--- config.mk ---
export PLATFORM = sky130hd
export DESIGN_NAME = mconst_split
export DESIGN_NICKNAME = d
export VERILOG_FILES = /design/src/rtl/mconst_pkg.sv /design/src/rtl/mconst_beat_counter.sv /design/src/rtl/mconst_split.sv
export SDC_FILE = /design/constraint.sdc
export NUM_CORES = 1
export LEC_CHECK = 0
export CORE_ASPECT_RATIO = 1.5
export CORE_UTILIZATION = 42
export DETAILED_ROUTE_END_ITERATION = 8
export PLACE_DENSITY = 0.72
export SYNTH_ARGS = -nofsm -noshare
export SYNTH_HDL_FRONTEND = slang
export SYNTH_HIERARCHICAL = 1
export SYNTH_SLANG_ARGS = --single-unit
--- constraint.sdc ---
create_clock -name clk -period 2.5 [get_ports clk]
set_input_delay 0.625 -clock clk [delete_from_list [all_inputs] [get_ports clk]]
set_output_delay 0.625 -clock clk [all_outputs]
set_load 0.01 [all_outputs]
--- src/rtl/mconst_pkg.sv ---
// Shared definitions for the MCONST zero-extender and its narrowing counterpart.
// Both sides agree on the state encoding and the word/half widths.
package mconst_pkg;

    localparam int WORD_W = 32;
    localparam int HALF_W = 16;

    typedef enum logic [1:0] {
        IDLE    = 2'd0,
        SEND_LO = 2'd1,
        SEND_HI = 2'd2
    } state_t;

endpackage

--- src/rtl/mconst_beat_counter.sv ---
// Wrap-around event counter with enable; rst_n clears it asynchronously.
module mconst_beat_counter #(
    parameter int CNT_W = 16
) (
    input  logic             clk,
    input  logic             rst_n,
    input  logic             en,
    output logic [CNT_W-1:0] count
);

    // NOTE: state is updated with non-blocking assignments so every register
    // samples pre-edge values, independent of process evaluation order.
    always_ff @(posedge clk or negedge rst_n) begin
        if (!rst_n) begin
            count <= '0;
        end else if (en) begin
            count <= count + 1'b1;
        end
    end

endmodule

--- src/rtl/mconst_split.sv ---
// Splits 32-bit words into 16-bit immediate beats, low half first; words with a
// zero upper half go out as a single zero-extend beat when COMPRESS is set.
module mconst_split
    import mconst_pkg::*;
#(
    parameter bit COMPRESS = 1'b1,
    parameter int CNT_W    = 16
) (
    input  logic              clk,
    input  logic              rst_n,
    input  logic              in_valid,
    output logic              in_ready,
    input  logic [WORD_W-1:0] in_data,
    output logic              out_valid,
    input  logic              out_ready,
    output logic [HALF_W-1:0] out_data,
    output logic              out_last,
    output logic              out_ext,
    output logic [CNT_W-1:0]  beat_count
);

    state_t            state_q, state_d;
    logic [WORD_W-1:0] hold_q;
    logic              comp_q;
    logic              final_beat;
    logic              in_xfer;

    always_ff @(posedge clk or negedge rst_n) begin
        if (!rst_n) begin
            state_q <= IDLE;
            hold_q  <= '0;
            comp_q  <= 1'b0;
        end else begin
            state_q <= state_d;
            if (in_xfer) begin
                hold_q <= in_data;
                comp_q <= COMPRESS && (in_data[WORD_W-1:HALF_W] == '0);
            end
        end
    end

    // NOTE: every output of this block gets a default first, so no path
    // through the case can leave a signal unassigned and infer a latch.
    always_comb begin
        state_d    = state_q;
        out_valid  = 1'b0;
        out_data   = '0;
        out_last   = 1'b0;
        out_ext    = 1'b0;
        final_beat = 1'b0;
        case (state_q)
            IDLE: ;
            SEND_LO: begin
                out_valid  = 1'b1;
                out_data   = hold_q[HALF_W-1:0];
                out_last   = comp_q;
                out_ext    = comp_q;
                final_beat = comp_q;
                if (out_ready) state_d = comp_q ? IDLE : SEND_HI;
            end
            SEND_HI: begin
                out_valid  = 1'b1;
                out_data   = hold_q[WORD_W-1:HALF_W];
                out_last   = 1'b1;
                final_beat = 1'b1;
                if (out_ready) state_d = IDLE;
            end
            default: state_d = IDLE;
        endcase

        // Accepting alongside the final beat's transfer removes the IDLE bubble.
        in_ready = (state_q == IDLE) || (final_beat && out_ready);
        in_xfer  = in_valid && in_ready;
        if (in_xfer) state_d = SEND_LO;
    end

    mconst_beat_counter #(.CNT_W(CNT_W)) u_beat_counter (
        .clk   (clk),
        .rst_n (rst_n),
        .en    (out_valid && out_ready),
        .count (beat_count)
    );

endmodule

Word-level counts from Yosys, hierarchy flattened
Cells that the tools add are included.
- add/sub/neg operators: 1
- multipliers: 0
- divide/modulo/power cells: 0
- $lt $le $gt $ge: 0
- equal/unequal tests: 5
- shifts and indexed selects: 0
- multiplexer cells: 9
- bitwise gates (word level): 0
- reduce and logical (&&, ||, !) cells: 8
- operator list (cell ; count):
    $pmux W16 S2 ; 1
    $add A16 B1 Y16 const B ; 1
    $logic_not A16 Y1 ; 1
    $mux W2 ; 4
    $ne A3 B3 Y1 const B ; 2
    $pmux W2 S3 ; 1
    $logic_and A1 B1 Y1 ; 3
    $reduce_and A3 Y1 ; 1
    $eq A2 B1 Y1 const B ; 1
    $eq A2 B2 Y1 const B ; 1
    $logic_not A2 Y1 ; 1
    $mux W1 ; 2
    $ne A2 B2 Y1 const B ; 1
    $pmux W1 S2 ; 1
    $reduce_or A2 Y1 ; 1
    $logic_or A1 B1 Y1 ; 1
- register bits: 51
- bits in latches: 0
- RAM bits: 0
- memory bits (read-only): 0
- bits of input ports: 36
- output and inout bits: 36
- memories: 0

Depth between registers and ports, before layout
- word-level depth: 7
- depth in mapped cells: 9
- gate-level depth less buffers: 7

Cells and area by module
Netlist, hierarchy kept.
- by module, submodules not included (module ; instances ; cells each ; area each (um2) ; sequential area each (um2)):
    mconst_split ; 1 ; 136 ; 1846.8 ; 875.8
    mconst_beat_counter ; 1 ; 56 ; 695.7 ; 400.4

Worst setup path before layout
No wires, ideal clock.
- path kind: register to register
- from: reg state_q[1]
- to: reg u_beat_counter.count[12]
- setup time: 0.079 ns
- arrival: 2.194 ns
- required time: 2.421 ns
- path slack: 0.227 ns
- stages on the path, launching flop included: 10
- buffers on the path: 2
- path through: dfrtp_1 > inv_1 > ha_1 > clkbuf_1 > clkbuf_1 > and2_1 > nand4_4 > nor3_2 > and4_1 > xor2_1
- cells in the longest elaborated chain, start to end: 4
- elaborated cells between the ends (all ways): 5
- those cells by class: 2 x eq/ne; 1 x mux; 2 x reduce/logical
- RTL lines (element ; line ; text):
    from (decl) ; mconst_split.sv:22 ; state_t state_q, state_d;
    from (signal assigned) ; mconst_split.sv:34 ; state_q <= state_d;
    $eq A2 B2 Y1 / $eq A2 B1 Y1 (equally long branches) ; mconst_split.sv:51 ; case (state_q)
    $reduce_or A2 Y1 (no source line) (*) ; - ;
    $mux W1 (*) ; mconst_split.sv:51 ;
    named net out_valid ; mconst_split.sv:14 ; output logic out_valid,
    $logic_and A1 B1 Y1 (*) ; mconst_split.sv:80 ; .en (out_valid && out_ready),
    to (signal assigned) ; mconst_beat_counter.sv:17 ; count <= count + 1'b1;
    to (decl) ; mconst_beat_counter.sv:8 ; output logic [CNT_W-1:0] count
Mark *: on every way through the listed nets, which the timed path passes. The rest lies on a longest branch.
A chain may end at the register's enable or synchronous reset.

Worst setup path after layout
- from: reg state_q[0]
- to: out out_data[8]
- cells in the longest elaborated chain, start to end: 2
- elaborated cells between the ends (all ways): 3
- those cells by class: 2 x eq/ne; 1 x mux
- RTL lines (element ; line ; text):
    $eq A2 B2 Y1 / $eq A2 B1 Y1 (equally long branches) ; mconst_split.sv:51 ;
    $pmux W16 S2 (*) ; mconst_split.sv:51 ;
    to (decl) ; mconst_split.sv:16 ; output logic [HALF_W-1:0] out_data,
Mark *: on every way between the ends. The rest lies on a longest branch, timed or not.

==> impl_results.md <==
- Outcome: complete, no violations
- Worst Hold Class: input port to asynchronous set/reset pin
- Critical path class: register to primary output
- Yosys reg bits: 51
- HPWL after DPL: a little under 4000 um
- First-pass GRT wire length: 9142 um
- Setup Skew: 8.485 ps
- Final Cell Area: 3530 um^2
- Nets: 318
- Min Tclk post-route: 2419 ps
- # rows: 34
- Post-synthesis sequential area ratio: about half
- Port Buffers: 71
- Die W: about 66 um
- Drt total wl: 5332 um
- Pre-Repair DR Iteration Count: 4
- Layout area overhead: 38.83%
- Clock power frac: between 10% and 20%
- WL/cell: around 15 um
- Vias/cell: 5.134
- Clock sinks: 51
- Cell breakdown of the critical path: inv_1, ha_2, buf_6, buf_4, a22oi_1, nor2b_1, clkdlybuf4s15_1
- H-tree depth: 2
- Largest net degree at the start of global routing: 36
- Lkg Pwr: 1.579 nW
- Final setup fails: 0
- Number of global-route vias before repair: 1954
- Layout cells sized above 1: about a quarter
- Syn Area/Cell: 13.24 um^2
- Vias: about 1800
- Placer's final routability congestion estimate: 0.7635
- Clock root buffer: clkbuf_8
- Final critical-path share of the clock period: 96.77%
- CP Data Arrival Time: ~1800 ps
- Setup TNS: 0 ps
- Max-cap violations: 0
- Die H: a little under 100 um
- Power, Total: 4.111 mW
- FF-to-FF Start: state_q[1]
- Clock transition at the registers of the reported paths: 100 ps
- Reg2reg path depth: 8
- Area after DPL: roughly 3400 um^2
- GRT Util Overall: 18.36%
- Crit Path Max Fanout: 7
- Pins Over Slew Limit: 0
- Synthesized net count: 232
- R2R Path End: u_beat_counter/count[12]
- Pint: 2.777 mW
- FF-to-FF setup slack: about 500 ps
- Switching share of total power: 32.45%
- Critical-path top delay cell: dfrtp_1
- CTS buffer count: 5
- Post-synth cell types: 34
- CP max stage delay: 380 ps
- Num ports: 72
- Pwr dens: 1165 nW/um^2
- Core area: 5828 um^2
- Starting DRT DRC Count: 61
- Fmax: 413.3 MHz
- Req. time, crit path: 1880 ps
- Tightest hold margin: about 220 ps
- Yosys warns: 6
- Worst Path Buf+Inv: 4
- P_sw: about 1.3 mW
- Measured slew at the worst slew-check pin: 420.6 ps
- Max_slew headroom: 71.70%
- CTS tree: done
- Crit path depth: 7
- Final hold vios: 0
- Clk_lat worst skew: ~300 ps
- Reg power frac: 33.8%
- Mapped cell area: 2542 um^2
- Initial Utilization: 43.62%
- CP top delay family: buffers and inverters
- Post-Synthesis Cells: 192
- Gate power share: about half
- Remaining DRCs: 0
- VDD IR max: 563.6 uV
- Routed Antenna Nets: 0
- Diodes inserted: 0
- Global route total overflow: 0
- Initial antenna violation count: 0
- Die ar.: approximately 6400 um^2
- Critical path startpoint category: register
- Max clock buf depth: 2
- Crit path capture type: primary output
Yosys cell counts:
| master | count | area (um^2) |
|---|---|---|
| a21o_1 | 2 | 15.01 |
| a21oi_1 | 1 | 5.000 |
| a22oi_1 | 16 | 120.1 |
| and2_1 | 1 | 6.260 |
| and2_4 | 1 | 8.760 |
| and3_1 | 1 | 6.260 |
| and4_1 | 1 | 8.760 |
| buf_12 | 2 | 40.04 |
| buf_6 | 2 | 22.52 |
| buf_8 | 1 | 15.01 |
| clkbuf_1 | 5 | 18.77 |
| dfrtp_1 | 51 | 1276 |
| ha_1 | 4 | 50.05 |
| inv_1 | 4 | 15.01 |
| mux2_1 | 1 | 11.26 |
| mux2_2 | 5 | 56.30 |
| mux2_4 | 27 | 405.4 |
| mux2i_1 | 1 | 10.01 |
| nand2_1 | 5 | 18.77 |
| nand3_1 | 5 | 25.02 |
| nand4_1 | 4 | 25.02 |
| nand4_4 | 1 | 21.27 |
| nor2_1 | 4 | 15.01 |
| nor2b_1 | 18 | 112.6 |
| nor3_2 | 2 | 20.02 |
| nor3b_1 | 1 | 7.510 |
| nor4_1 | 5 | 31.28 |
| o21a_1 | 1 | 7.510 |
| o21ai_0 | 2 | 10.01 |
| o21bai_1 | 1 | 7.510 |
| o311a_1 | 1 | 10.01 |
| o31a_1 | 1 | 8.760 |
| xnor2_1 | 9 | 78.83 |
| xor2_1 | 6 | 52.55 |
routing by layer:
metal | up-vias | part of all wire (%) | global-route usage [%] | wire length (um)
met5 | - | 0 | 0 | 0
met4 | 0 | 1.2 | 5.351 | 65
met3 | 7 | 3.8 | 3.404 | 200
met2 | 52 | 53 | 31.72 | 2800
met1 | 889 | 43 | 22.73 | 2267
li1 | 854 | - | - | -
cells by family (layout without fill, tap and decap cells):
family	count (synthesis)	count (layout)	synth area share [%]
fa+ha+maj	4	4	1.969
buf+inv	14	101	4.380
xor+xnor	15	15	5.167
compound gates	25	25	7.234
simple gates	49	49	12.06
flops	51	51	50.20
mux	34	34	19.00
cells in the final DEF (no fill, tap or decap), types with 6 or more instances in the layout:
cell,count
dfrtp_1,51
buf_4,16
xnor2_1,9
clkdlybuf4s50_1,52
dlygate4sd2_1,15
clkbuf_8,6
a22oi_1,15
xor2_1,6
nor2b_1,18
mux2_4,27
flip-flops by register name (all words and copies together) (netlist names):
signal,count
state_q,2
hold_q,32
u_beat_counter/count,16
comp_q,1
timing repair:
item                                    in CTS  in global routing
endpoints found under the setup margin      18                  5
hold buffers                                 0                  0
resized for setup                           22                  5
setup buffers                                4                  0
power groups by stage:
stage	Combinational, mW	Clock, mW	Sequential, mW
floorplan	1.41	0	1.36
global route	2.29	0.658	1.44
detailed placement	2.12	0	1.40
finish	2.12	0.606	1.39
global placement	2.09	0	1.39
CTS	2.13	0.629	1.38
worst max-delay path by stage:
stage / slack (ps) / end / from
finish: 80 / out_data[8] / state_q[0]
global route: -10 / out_data[8] / state_q[0]
CTS: 60 / out_data[8] / state_q[0]
detailed placement: -30 / in_ready / out_ready
global placement: -2 / in_ready / out_ready
floorplan: 230 / u_beat_counter/count[12] / state_q[1]
metrics by stage:
stage	worst slack [ps]	instances	util (%)
2_1_floorplan	226.9	192	-
3_3_place_gp	-2.147	339	57.66
3_5_place_dp	-26.81	339	57.66
4_1_cts	55.21	351	60.37
5_1_grt	-13.66	351	60.56
6_report	80.63	351	60.56
layout make-up:
type / instances / area, um^2
fillers: 505 / 2298
flip-flops and latches: 51 / 1276
multi-input cells: 127 / 1189
repair buffers: 89 / 838.3
well taps: 72 / 90.09
clock buffers: 6 / 82.58
clock inverters: 2 / 38.79
inverters: 4 / 15.01
(Power assumes the default switching activity.)
